==> src/rtl/booth4_accumulator_if.sv <==
// Product stream from the booth4 multiplier into the group accumulator,
// plus the accumulator's result and status outputs.
interface booth4_accumulator_if #(
    parameter int PROD_W = 16,
    parameter int ACC_W  = 20,
    parameter int CNT_W  = 8
);
    logic              done_sig;
    logic [PROD_W-1:0] product;
    logic [CNT_W-1:0]  len;
    logic              clear_sig;
    logic [ACC_W-1:0]  acc_out;
    logic              acc_valid;
    logic              overflow;
    logic              busy;

    modport master (
        output done_sig, product, len, clear_sig,
        input  acc_out, acc_valid, overflow, busy
    );

    modport slave (
        input  done_sig, product, len, clear_sig,
        output acc_out, acc_valid, overflow, busy
    );
endinterface

==> src/rtl/booth4_accumulator.sv <==
// Saturating group accumulator: sums len signed products per group and
// emits one registered result per group with a one-cycle valid pulse.
module booth4_accumulator #(
    parameter int PROD_W = 16,
    parameter int ACC_W  = 20,
    parameter int CNT_W  = 8
) (
    input logic               clk,
    input logic               rst,
    booth4_accumulator_if.slave bus
);
    typedef enum logic {IDLE, ACCUM} state_t;

    localparam logic [ACC_W-1:0] ACC_MAX = {1'b0, {(ACC_W-1){1'b1}}};
    localparam logic [ACC_W-1:0] ACC_MIN = {1'b1, {(ACC_W-1){1'b0}}};

    state_t           state;
    logic [ACC_W-1:0] acc;
    logic [CNT_W-1:0] cnt;
    logic [CNT_W-1:0] len_q;

    logic [CNT_W-1:0] len_eff;
    logic [CNT_W-1:0] cnt_next;
    logic [ACC_W:0]   base_ext;
    logic [ACC_W:0]   prod_ext;
    logic [ACC_W:0]   sum;
    logic [ACC_W-1:0] sat;
    logic             clamp;

    // Adder and clamp; in IDLE the base is zero so the first term passes
    // through the same saturating path as every later term.
    always_comb begin
        len_eff  = (bus.len == '0) ? CNT_W'(1) : bus.len;
        cnt_next = cnt + CNT_W'(1);
        base_ext = (state == ACCUM) ? {acc[ACC_W-1], acc} : '0;
        prod_ext = {{(ACC_W+1-PROD_W){bus.product[PROD_W-1]}}, bus.product};
        sum      = base_ext + prod_ext;
        clamp    = (sum[ACC_W] != sum[ACC_W-1]);
        if (!clamp) begin
            sat = sum[ACC_W-1:0];
        end else if (sum[ACC_W]) begin
            sat = ACC_MIN;
        end else begin
            sat = ACC_MAX;
        end
    end

    // Group FSM with registered result, valid pulse, sticky overflow and busy.
    always_ff @(posedge clk or negedge rst) begin
        if (!rst) begin
            state         <= IDLE;
            acc           <= '0;
            cnt           <= '0;
            len_q         <= '0;
            bus.acc_out   <= '0;
            bus.acc_valid <= 1'b0;
            bus.overflow  <= 1'b0;
            bus.busy      <= 1'b0;
        end else begin
            bus.acc_valid <= 1'b0;
            if (bus.clear_sig) begin
                state        <= IDLE;
                acc          <= '0;
                cnt          <= '0;
                bus.overflow <= 1'b0;
                bus.busy     <= 1'b0;
            end else if (bus.done_sig) begin
                if (clamp) begin
                    bus.overflow <= 1'b1;
                end
                if (state == IDLE) begin
                    len_q <= len_eff;
                    cnt   <= CNT_W'(1);
                    if (len_eff == CNT_W'(1)) begin
                        bus.acc_out   <= sat;
                        bus.acc_valid <= 1'b1;
                        bus.busy      <= 1'b0;
                    end else begin
                        acc      <= sat;
                        state    <= ACCUM;
                        bus.busy <= 1'b1;
                    end
                end else begin
                    if (cnt_next == len_q) begin
                        bus.acc_out   <= sat;
                        bus.acc_valid <= 1'b1;
                        acc           <= '0;
                        cnt           <= '0;
                        state         <= IDLE;
                        bus.busy      <= 1'b0;
                    end else begin
                        acc <= sat;
                        cnt <= cnt_next;
                    end
                end
            end
        end
    end
endmodule
==> src/flat_wrapper.sv <==
// flat-port wrapper written by rule: the top's interface ports become plain ports
module booth4_accumulator_flat 
#(
    parameter int PROD_W = 16,
    parameter int ACC_W  = 20,
    parameter int CNT_W  = 8
)
  (clk, rst, bus_done_sig, bus_product, bus_len, bus_clear_sig, bus_acc_out, bus_acc_valid, bus_overflow, bus_busy);
  booth4_accumulator_if #(.PROD_W(PROD_W), .ACC_W(ACC_W), .CNT_W(CNT_W)) bus_i ();
  input logic clk;
  input logic rst;
  input wire logic [$bits(bus_i.done_sig)-1:0] bus_done_sig;
  input wire logic [$bits(bus_i.product)-1:0] bus_product;
  input wire logic [$bits(bus_i.len)-1:0] bus_len;
  input wire logic [$bits(bus_i.clear_sig)-1:0] bus_clear_sig;
  output wire logic [$bits(bus_i.acc_out)-1:0] bus_acc_out;
  output wire logic [$bits(bus_i.acc_valid)-1:0] bus_acc_valid;
  output wire logic [$bits(bus_i.overflow)-1:0] bus_overflow;
  output wire logic [$bits(bus_i.busy)-1:0] bus_busy;
  assign bus_i.done_sig = bus_done_sig;
  assign bus_i.product = bus_product;
  assign bus_i.len = bus_len;
  assign bus_i.clear_sig = bus_clear_sig;
  assign bus_acc_out = bus_i.acc_out;
  assign bus_acc_valid = bus_i.acc_valid;
  assign bus_overflow = bus_i.overflow;
  assign bus_busy = bus_i.busy;
  booth4_accumulator #(.PROD_W(PROD_W), .ACC_W(ACC_W), .CNT_W(CNT_W)) u_core (.clk(clk), .rst(rst), .bus(bus_i));
endmodule
==> config.mk <==
export PLATFORM = sky130hd
export DESIGN_NAME = booth4_accumulator_flat
export DESIGN_NICKNAME = d
export VERILOG_FILES = /design/src/rtl/booth4_accumulator_if.sv /design/src/rtl/booth4_accumulator.sv /design/src/flat_wrapper.sv
export SDC_FILE = /design/constraint.sdc
export NUM_CORES = 1
export LEC_CHECK = 0
export ABC_AREA = 0
export BUFFER_PORTS_ARGS = -buffer_cell sky130_fd_sc_hd__buf_2
export CELL_PAD_IN_SITES_DETAIL_PLACEMENT = 1
export CELL_PAD_IN_SITES_GLOBAL_PLACEMENT = 2
export CORE_MARGIN = 1.5
export CORE_UTILIZATION = 34
export DETAILED_ROUTE_END_ITERATION = 8
export PLACE_DENSITY_LB_ADDON = 0.08
export SETUP_SLACK_MARGIN = 0.05
export SKIP_LAST_GASP = 1
export SLEW_MARGIN = 20
export SYNTH_ARGS = -nofsm -noshare
export SYNTH_HDL_FRONTEND = slang
export SYNTH_SLANG_ARGS = --single-unit
==> constraint.sdc <==
create_clock -name clk -period 2.8 [get_ports clk]
set_input_delay 0.28 -clock clk [delete_from_list [all_inputs] [get_ports clk]]
set_output_delay 0.28 -clock clk [all_outputs]
set_load 0.05 [all_outputs]
After elaboration in Yosys (flattened, before gate mapping)

Index checks and enable logic that the tools add are counted.

Add/subtract/negate cells: 2
Equal/unequal tests: 6
Muxes and demuxes: 33
Bitwise gates (word level): 2
Reductions and logical operators: 9

Operator list:

| kind                                                                     | number |
|---|---|
| 20-bit two-way mux                                                       | 10 |
| 8-bit two-way mux                                                        | 5 |
| 21-bit adder                                                             | 1 |
| 21-bit two-way mux                                                       | 1 |
| 1-bit two-way mux                                                        | 17 |
| 8-bit by 1-bit adder with 8-bit output (second input constant)           | 1 |
| 8-bit by 1-bit equality test with 1-bit output (second input constant)   | 1 |
| 8-bit equality test                                                      | 1 |
| 8-bit zero test                                                          | 1 |
| 2-bit AND reduction                                                      | 3 |
| 2-bit nonzero test                                                       | 3 |
| 4-bit AND reduction                                                      | 1 |
| 3-bit by 2-bit inequality test with 1-bit output (second input constant) | 1 |
| 3-bit inequality test (second input constant)                            | 1 |
| 3-bit AND reduction                                                      | 1 |
| 2-bit inequality test (second input constant)                            | 1 |
| 1-bit inverter                                                           | 2 |
| 1-bit inequality test                                                    | 1 |

Register bits after elaboration: 60
Output and inout bits: 23
Word-level logic and storage cells: 60

Depth between registers and ports, before layout

Word-level depth: 8
Mapped depth: 13

Least setup slack after synthesis

No wires, ideal clock.

Path kind: register to register
From: register u_core.state
To: register u_core.bus.acc_out[10]
Setup time: 0.125 ns
Arrival time: 2.955 ns
Data required time: 2.675 ns
Path slack: -0.280 ns
Stages on the path, launching flop included: 14
Buffers on the path: 4
Cell sequence: dfrtp_1 -> clkbuf_1 -> clkbuf_1 -> and2_1 -> ha_1 -> buf_6 -> and3_1 -> a221o_1 -> a21o_1 -> a211oi_2 -> a221oi_2 -> buf_6 -> maj3_2 -> mux2_2

Word-level cells in the longest chain between the ends: 6

Ends and longest elaborated chain:

| item                                                        | RTL line                                           | RTL |
|---|---|---|
| from (decl)                                                 | booth4_accumulator.sv:17                           | `state_t state;` |
| from (signal assigned)                                      | booth4_accumulator.sv:51                           | `state <= IDLE;` |
| from (signal assigned)                                      | booth4_accumulator.sv:62                           | `state <= IDLE;` |
| from (signal assigned)                                      | booth4_accumulator.sv:80                           | `state <= ACCUM;` |
| 21-bit two-way mux                                          | booth4_accumulator.sv:35                           | `base_ext = (state == ACCUM) ? {acc[ACC_W-1], acc} : '0;` |
| 21-bit adder                                                | booth4_accumulator.sv:37                           | `sum = base_ext + prod_ext;` |
| 20-bit two-way mux or 1-bit inequality test (tied branches) | booth4_accumulator.sv:41, booth4_accumulator.sv:38 |  |
| 20-bit two-way mux                                          | booth4_accumulator.sv:39                           | `if (!clamp) begin` |
| 20-bit two-way mux, on equally long branches                | booth4_accumulator.sv:74, booth4_accumulator.sv:84 |  |
| 20-bit two-way mux                                          | booth4_accumulator.sv:71                           | `if (state == IDLE) begin` |
| to (signal assigned)                                        | booth4_accumulator.sv:75                           | `bus.acc_out <= sat;` |
| to (signal assigned)                                        | booth4_accumulator.sv:85                           | `bus.acc_out <= sat;` |
| to (decl)                                                   | booth4_accumulator_if.sv:24                        | `output acc_out, acc_valid, overflow, busy` |

Several ways; a longest one is shown, not always the timed one. The select of a mux whose other input is x is not followed.
A chain may end at the register's enable or synchronous reset.

Worst setup path in the final report

From: register u_core.state
To: register u_core.bus.acc_out[16]

The elaborated chain is that of the path after synthesis.

==> reports/results.ini <==
[pwr]
power.density_nw_per_um2 = 562
leakage_nw = 2.65
ir_drop_mv = 0.334

[critical_path]
startpoint_type = register
worst_ep_required_time_ns = 3.03
worst_r2r_path_depth = 12
worstSetupPathType = reg -> reg
critPathCaptureType = register
arrival_ns = 3.21
crit_fanout = 8

[logic_synthesis]
synth-edff-count = 0
ys_seq_elements = 60
syn_inst = 399
syn_area_sq_um = 4000
ys_warn_count = 0
netlist-cell-type-count = 54
ys.flop_type = dfrtp_1
syn-num-nets = 449
yosysSeqAreaShare = 0.375
synth.avg_cell_area_sq_um = 10.0
async_flop_share = 1.00

[hold_path]
min_path_type = in -> async

[timing]
fmax_ghz = 0.335
hold_ws_ns = 0.118
setup_slack_ns = -0.183
grt_setup_unrepaired = true
finalCritPeriodShare = 1.07
worst_pin_slew_ns = 0.813
period_needed_ns = 2.98
maxSlewViolCount = 0
hold_violations = 0
setup_violations = 39
worst_clock_skew_ns = 0.00515
slew_headroom = 0.458

[place]
place_congestion = 0.815
place_ws_ns = -0.336
dpl.hpwl_um = 8500
dp.cells = 638
io_buffer_count = 50

[cells_and_area]
final_common_cell = buf_4
antenna_cells_inserted = 0
final_cell_mix = 72 x buf_4, 59 x dfrtp_1, 50 x buf_2, 25 x a21oi_1, 22 x mux2_2
drive_above_1_share = 0.506
fin_cells = 671
nets = 573
syn_to_final_growth_pct = 43.5

[global_route]
grt_overflow_total = 0
antenna_found_initial = 0
grt_usage = 0.209
grt_max_degree = 61
grt_pass1_wl_um = 20200
first_global_vias = 3857

[cts]
htree_levels = 3
cts_tree = built
numCtsBuffers = 9
cts_sinks = 60
clk_pin_slew_ns = 0.06
clockRootBuffer = clkbuf_16
hold_buffers = 0
cts_max_path_buffers = 2
insertion_delay_ns = 0.34

[status]
violations = setup timing
status = finished with violations

[run]
maxCapViolations = 0

[die]
boundaryPins = 51
std_cell_rows = 39
start_util = 0.349
die_width_um = 111
core_area_sq_um = 11500
die_area_sq_um = 12400
chipHeight_um = 111

[drt]
drc = 0
totalWireLength_um = 12300
vias_per_cell = 5.30
detail-route-antenna-nets = 0
dr.pass1.iters = 4
routedWlPerCell_um = 18.4
vias = 3556
drtIter0Drc = 83

==> kinds of logic (layout without fill, tap and decap cells) <==
| group | Yosys count | count (layout) | synth area share |
|---|---|---|---|
| XOR/XNOR | 24 | 24 | 0.0525 |
| AO/OA/AOI/OAI | 110 | 110 | 0.190 |
| flip-flops | 60 | 60 | 0.375 |
| multiplexers | 28 | 28 | 0.0791 |
| adder cells (fa/ha/maj) | 41 | 41 | 0.124 |
| buffers and inverters | 33 | 162 | 0.0444 |
| AND/OR/NAND/NOR | 103 | 103 | 0.135 |
==> registers in the layout (all words and copies together), names as in the netlist <==
register and count:
u_core.state 1, u_core.bus.busy 1, u_core.bus.overflow 1, u_core.cnt 8, u_core.bus.acc_valid 1, u_core.bus.acc_out 20, u_core.acc 20, u_core.len_q 8
==> routing by layer <==
metal / share of wire / up-vias / routed length, um / GRT usage
met1: 0.47 / 1776 / 5850 / 0.278
met5: 0 / - / 0 / 0
met4: 0.018 / 0 / 221 / 0.0751
met2: 0.48 / 58 / 5870 / 0.341
li1: - / 1707 / - / -
met3: 0.032 / 15 / 391 / 0.0370
==> worst paths after layout <==
check / start / endpoint / slack [ns]
worst max-delay path: u_core.state / u_core.bus.acc_out[16] / -0.18
worst min-delay path: rst / u_core.bus.acc_out[16] / 0.12
worst max register to register: u_core.state / u_core.bus.acc_out[16] / -0.18
worst min register to register: u_core.bus.acc_out[19] / u_core.bus.acc_out[19] / 0.47
max in group asynchronous: rst / u_core.state / 2.11
min in group clk: bus_len[3] / u_core.len_q[3] / 0.18
==> what timing repair did <==
item	4_1_cts	5_1_grt
setup endpoints to repair	41	41
endpoints found under the hold margin	0	0
gates resized for setup	47	35
pin swaps	21	17
setup buffers	12	5
==> where the power goes <==
group          total (mW)  internal, mW  leakage (nW)  switching [mW]
sequential           1.03         0.963         0.798          0.0652
combinational       0.942         0.426          1.70           0.516
clock                1.26         0.828         0.158           0.429
total                3.23          2.22          2.65            1.01
==> layout make-up <==
| type | count | area [sq um] |
|---|---|---|
| clock buffer | 11 | 253 |
| clock inverter | 5 | 83.8 |
| multi-input combinational | 306 | 2730 |
| tap | 143 | 179 |
| timing repair buffer | 135 | 955 |
| fill | 1261 | 5730 |
| inverter | 11 | 41.3 |
| sequential | 60 | 1500 |
==> synth_stat cells (all sizes together), types with 8 or more instances <==
master,n,area (sq um)
ha,21,263
nor2,22,82.6
inv,11,41.3
maj3,19,211
xnor2,14,123
and2,22,138
xor2,10,87.6
mux2,26,297
clkbuf,10,37.5
a21o,8,60.1
o21ai,16,80.1
dfrtp,60,1500
a21oi,31,155
a22o,20,188
nand2,19,71.3
nand3,8,40.0
buf,12,98.8
==> worst max-delay path, stage by stage (launching register included) <==
cell and delay (ns):
dfrtp_2 0.45, buf_6 0.15, and2_4 0.14, ha_4 0.27, buf_6 0.14, nand3_1 0.16, nor3_4 0.29, nor2_4 0.08
a211oi_2 0.32, a211oi_4 0.09, buf_4 0.18, maj3_2 0.33, mux2_4 0.27
==> metrics by stage <==
step / setup TNS, ns / cell area (sq um) / utilization / power [mW]
finish: -4.55 / 5740 / 0.501 / 3.23
global route: -7.89 / 5740 / 0.501 / 3.38
CTS: -3.65 / 5540 / 0.483 / 3.22
detailed placement: -10.12 / 4880 / 0.426 / 1.87
global placement: -7.14 / 4880 / 0.426 / 1.86
floorplan: -3.77 / 4070 / - / 1.59
Power figures use the tool's default switching activity.
